<file path="src/rtl/stream_demux.sv">
// stream_demux: 1-to-n stream demultiplexer with valid/ready handshakes.
// Each input beat carries a destination select and is delivered to exactly
// one output port in arrival order, through a two-entry (head + skid)
// elastic buffer so that the outputs come straight from registers while the
// block still sustains one beat per cycle.
module stream_demux #(
    parameter  int switch_bits = 1,
    parameter  int data_width  = 8,
    localparam int n_cell      = 1 << switch_bits
) (
    input  logic                   clk,
    input  logic                   rst,
    input  logic                   in_valid,
    output logic                   in_ready,
    input  logic [switch_bits-1:0] in_sel,
    input  logic [data_width-1:0]  in_data,
    output logic [n_cell-1:0]      out_valid,
    input  logic [n_cell-1:0]      out_ready,
    output logic [data_width-1:0]  out_data,
    output logic [1:0]             occupancy
);

    typedef enum logic [1:0] {
        EMPTY = 2'd0,
        HOLD1 = 2'd1,
        HOLD2 = 2'd2
    } state_t;

    state_t                 state, state_n;
    logic [switch_bits-1:0] head_sel, head_sel_n;
    logic [data_width-1:0]  head_data, head_data_n;
    logic [switch_bits-1:0] skid_sel, skid_sel_n;
    logic [data_width-1:0]  skid_data, skid_data_n;
    logic                   accept;
    logic                   emit;

    // State and buffer registers; reset clears both entries so stale beats vanish.
    always_ff @(posedge clk) begin
        if (rst) begin
            state     <= EMPTY;
            head_sel  <= '0;
            head_data <= '0;
            skid_sel  <= '0;
            skid_data <= '0;
        end else begin
            state     <= state_n;
            head_sel  <= head_sel_n;
            head_data <= head_data_n;
            skid_sel  <= skid_sel_n;
            skid_data <= skid_data_n;
        end
    end

    // Handshake outputs and next-state / buffer-update decode.
    always_comb begin
        state_n     = state;
        head_sel_n  = head_sel;
        head_data_n = head_data;
        skid_sel_n  = skid_sel;
        skid_data_n = skid_data;
        out_valid   = '0;
        out_data    = head_data;
        occupancy   = 2'd0;

        // Ready depends only on state (and reset), never on in_valid/out_ready.
        in_ready = !rst && (state != HOLD2);
        if (state != EMPTY) begin
            out_valid[head_sel] = 1'b1;
        end
        emit   = (state != EMPTY) && out_ready[head_sel];
        accept = in_valid && in_ready;

        case (state)
            EMPTY: begin
                occupancy = 2'd0;
                if (accept) begin
                    state_n     = HOLD1;
                    head_sel_n  = in_sel;
                    head_data_n = in_data;
                end
            end
            HOLD1: begin
                occupancy = 2'd1;
                if (accept && emit) begin
                    head_sel_n  = in_sel;
                    head_data_n = in_data;
                end else if (accept) begin
                    state_n     = HOLD2;
                    skid_sel_n  = in_sel;
                    skid_data_n = in_data;
                end else if (emit) begin
                    state_n = EMPTY;
                end
            end
            HOLD2: begin
                occupancy = 2'd2;
                if (emit) begin
                    state_n     = HOLD1;
                    head_sel_n  = skid_sel;
                    head_data_n = skid_data;
                end
            end
            default: begin
                state_n = EMPTY;
            end
        endcase
    end

endmodule
</file>
<file path="config.mk">
export PLATFORM = sky130hd
export DESIGN_NAME = stream_demux
export DESIGN_NICKNAME = d
export VERILOG_FILES = /design/src/rtl/stream_demux.sv
export SDC_FILE = /design/constraint.sdc
export NUM_CORES = 1
export LEC_CHECK = 0
export CORE_UTILIZATION = 45
export CTS_CLUSTER_SIZE = 40
export DETAILED_ROUTE_END_ITERATION = 6
export PLACE_DENSITY = 0.77
export SETUP_SLACK_MARGIN = 0.02
export SLEW_MARGIN = 25
export SYNTH_ARGS = -nofsm -noshare
export SYNTH_HDL_FRONTEND = slang
export SYNTH_SLANG_ARGS = --single-unit
</file>
<file path="constraint.sdc">
create_clock -name clk -period 1.7 [get_ports clk]
set_clock_uncertainty 0.05 [all_clocks]
set_input_delay 0.34 -clock clk [delete_from_list [all_inputs] [get_ports clk]]
set_output_delay 0.34 -clock clk [all_outputs]
set_load 0.05 [all_outputs]
</file>
; ---- Word-level counts from Yosys, hierarchy flattened
; Cells that the tools add are included.
; Widths: inputs -> output; s select.
[op_classes]
bitwise_logic = 1
n_div = 0
n_addsub = 0
n_mul = 0
n_reduce_logical = 12
eq_ne = 8
n_lt_le_gt_ge = 2
shifts = 0
muxes = 20
[op_table]
columns = operator, count
row1 = $mux 8, 3
row2 = $pmux 8 s3, 1
row3 = $mux 2, 6
row4 = $ne 2x2->1 const B, 5
row5 = $reduce_and 4->1, 2
row6 = $mux 1, 6
row7 = $pmux 2 s3, 1
row8 = $logic_and 1x1->1, 5
row9 = $pmux 2 s2, 1
row10 = $ne 3x3->1 const B, 1
row11 = $pmux 1 s3, 1
row12 = $reduce_and 3->1, 1
row13 = $reduce_bool 3->1, 1
row14 = $eq 2x1->1 const B, 1
row15 = $eq 2x2->1 const B, 1
row16 = $logic_not 2->1, 1
row17 = $lt 1x2->1 const B, 1
row18 = $reduce_bool 2->1, 1
row19 = $demux 1 s1, 1
row20 = $ge 1x1->1 const B, 1
row21 = $logic_not 1->1, 1
row22 = $not 1->1, 1
[word_totals]
out_inout_bits = 13
mem_bits_ro = 0
mem_count = 0
elab_cells = 48
ram_bits = 0
latch_bits = 0
register_bits = 20
inputBits = 14

; ---- Depth between registers and ports, before layout
; Gate-level depths: netlist of the first run.
[depth]
depth_word = 7
ltp_mapped = 6
ltp_nobuf = 4

; ---- Worst setup path before layout of the first run
; No wires, ideal clock.
[synth_timing]
path_kind = register -> output
from = reg state[0]
to = out in_ready
setup_slack_ps = -406
required_ps = 1310
path_stages_with_launch = 6
n_path_buf = 2
arrival_ps = 1716
cell_sequence = dfxtp_1 -> nand2b_1 -> buf_2 -> inv_2 -> buf_2 -> nor2_1
[synth_between]
elab_chain_len = 2
[synth_lines]
columns = item, line_no
row1 = from (decl), 29  ; state_t state, state_n;
row2 = from (signal assigned), 46  ; state <= state_n;
row3 = $ne 2x2->1, 66  ; in_ready = !rst && (state != HOLD2);
row4 = $logic_and 1x1->1, 66
row5 = to (decl), 14  ; output logic in_ready,
; No other way between the ends.

; ---- Worst setup path after layout of the first run
[layout_timing]
from = reg state[0]
to = out out_valid[1]
[layout_between]
elab_chain_len = 2
[layout_lines]
columns = item, line_no
row1 = $reduce_bool 2->1, 67  ; if (state != EMPTY) begin
row2 = $mux 2, 67
row3 = to (decl), 17  ; output logic [n_cell-1:0] out_valid,
; No other way between the ends.

==> flow_summary.yaml, run 1 <==
run_status:
  status: "complete, no violations"
worst_setup_path:
  cpPeakStageDelay_ps: 380
  end_kind: "output pin"
  cp-startpoint: "state[0]"
  worstPathArrival_ps: 1250
  cp-start-kind: "register"
  crit_family: "simple AND/OR/NAND/NOR gates"
  cp_cell_sequence: "or2_4, and2_4, buf_12"
  critPathMaxFanout: 6
  timing.rr.start: "state[1]"
  worst-endpoint-required_ps: 1310
  cp_slowest_cell: "dfxtp_4"
  path_buf_inv: 1
  worst-setup-path-type: "reg2out"
logic_synthesis:
  ys.flop_type: "dfxtp_1"
  syn_area_per_cell_um2: 8.946
  ys_async_sr_fraction: 0
  yosysWarningCount: 0
  ys_seq_elements: 20
  synth_edf_count: 0
  synth_nets: 114
  synth.most_common_cell: "nor2_1"
  yosysUniqueCellTypes: 22
  synth_area_leaders: "dfxtp_1 (45%), mux2i_1 (11%), nor2_1 (9.7%)"
  syn-cell-area_um2: 894.6
  synthCells: 100
  synth_top_area_frac: 0.4476
  ys_seq_area_frac: 0.4476
  synth_common_cells: "nor2_1 (23), dfxtp_1 (20), nand2_1 (18), mux2i_1 (10), a311oi_1 (8)"
  synth_largest_area_cell: "dfxtp_1"
clock_network:
  root_buffer: "clkbuf_4"
  clock-sinks: 20
  cts_tree: "built"
  clock_path_buffers: 2
  clkLatencyLatePin_ps: 300
  cts_inserted_buffers: 3
  cts.reportedPaths.clkPinSlew_ps: 110
  htreeDepth: 1
floorplan:
  io_pins: 27
  initial_utilization: 0.4965
  chipWidth_um: 46.59
  die_area_um2: 2170
  fp.coreArea_um2: 1802
  die_h_um: 46.59
  rows: 15
layout:
  drive_above_1_share: 0.3188
  stdcell_area_um2: 1435
  antenna_cells: 0
  multi_input_area_um2: 491.7
  fillCellCount: 113
  post-route-util: 0.7965
  num-nets-final: 153
  seq_area_um2: 409.1
  area_growth_pct: 60.42
timing:
  tightest_slew_ps: 273.1
  hold_viol_final: 0
  fin_crit_sh: 0.9650
  rsz0062_at_grt: "true"
  fmax_ghz: 0.6096
  setup_slack_ps: 59.47
  min_period_ps: 1641
  whs_ps: 437.4
  setup_tns_ps: 0
  setup_viol: 0
  worst_slew_margin_rel: 0.8153
  drv_slew: 0
detailed_routing:
  drc: 0
  routedWlPerCell_um: 14.55
  wl_mm: 2.371
  vias_per_cell: 5.362
  dr.pass1.iters: 4
  drtIter0Drc: 6
  vias: 874
  ant_nets: 0
grt:
  grt_pass1_wl_mm: 3.222
  track_usage: 0.2185
  first_global_vias: 768
  grt-ovfl-total: 0
  antenna_found_initial: 0
  grt_max_degree: 23
placed_design:
  placed_cell_area_um2: 1270
  routabilityCongestion: 0.7566
  dp_hpwl_mm: 1.404
  portBuffers: 26
  pre_cts_slack_ps: -297.8
power:
  vdd_drop_max_mv: 0.6163
  power.static_leakage_nw: 0.6565
  power_density_nw_per_um2: 858.2
flow_run:
  cap_violations: 0
worst_hold_path:
  hp-start: "skid_data[5]"
  hp-class: "reg2reg"
## layer usage
| layer | global-route usage | routed length, µm | vias up |
|---|---|---|---|
| met5 | 0 | 0 | - |
| met4 | 0.1353 | 65 | 0 |
| met3 | 0.05882 | 92 | 6 |
| met2 | 0.3667 | 1134 | 28 |
| met1 | 0.2405 | 1078 | 414 |
| li1 | - | - | 426 |
## worst reg2reg max path, delay by kind of cell, from the launching register on
family	cells	cell delay [ps]
AO/OA/AOI/OAI	2	500
AND/OR/NAND/NOR	2	430
flip-flops	1	390
buffers and inverters	1	200
## state kept, by name, summed over array words and instances, names as in the netlist
register,flops
state,2
skid_sel,1
skid_data,8
head_sel,1
out_data,8
## final timing paths
kind                  endpoint  slack [ps]  cells after the start
setup reg to reg   out_data[7]          60                      5
setup / recovery  out_valid[1]          60                      3
hold reg to reg    out_data[5]         440                      2
hold / removal     out_data[5]         440                      2
## cells in the final DEF, fill, tap and decap left out, types with 2 or more instances in the layout
master | Yosys | final
dfxtp_4 | 0 | 2
buf_4 | 0 | 18
nor2_1 | 23 | 22
clkbuf_16 | 0 | 2
dfxtp_1 | 20 | 17
clkdlybuf4s50_1 | 0 | 11
buf_12 | 0 | 7
dlymetal6s2s_1 | 0 | 2
mux2i_1 | 10 | 10
nor2b_1 | 2 | 2
nand2_1 | 18 | 18
clkbuf_4 | 0 | 3
a311oi_1 | 8 | 8
## through the flow
| step | instances | power, W |
|---|---|---|
| 2_1_floorplan | 100 | 0.0007566 |
| 3_3_place_gp | 154 | 0.0009041 |
| 3_5_place_dp | 154 | 0.0009108 |
| 4_1_cts | 159 | 0.001194 |
| 5_1_grt | 163 | 0.001289 |
| 6_report | 163 | 0.001232 |
## power by group
group          leakage (nW)  internal (W)  switching (W)
Sequential            0.165      0.000502      0.0000270
Clock                0.0210      0.000131       0.000141
Combinational         0.470      0.000205       0.000226
## cells by family (layout without fill, tap and decap cells)
kind of cell,after synthesis,in the layout,share of synthesized area
compound gates,14,14,0.1524
mux,11,11,0.1273
flops,20,20,0.4475
simple gates,48,48,0.2308
buf+inv,7,45,0.04195
## final cells by class
cell class,instances,share of cell area
multi-input combinational,73,0.3426
inverter,1,0.004359
tap,25,0.02180
clock buffer,4,0.02528
sequential,20,0.2851
timing repair buffer,40,0.3208
## what timing repair did
action                                  CTS  global route
pin swaps                                 1             6
hold buffers                              0             0
buffers inserted                          1             2
endpoints found under the setup margin    4            18
cloned                                    0             2
gates resized for setup                   8             9
Power figures use the tool's default switching activity.
==> run 2, diff against run 1 <==
Settings changed: CTS_CLUSTER_DIAMETER set to 40.
==> results of run 2 <==
The final DEF is identical to that of run 1; final timing and power are the same.
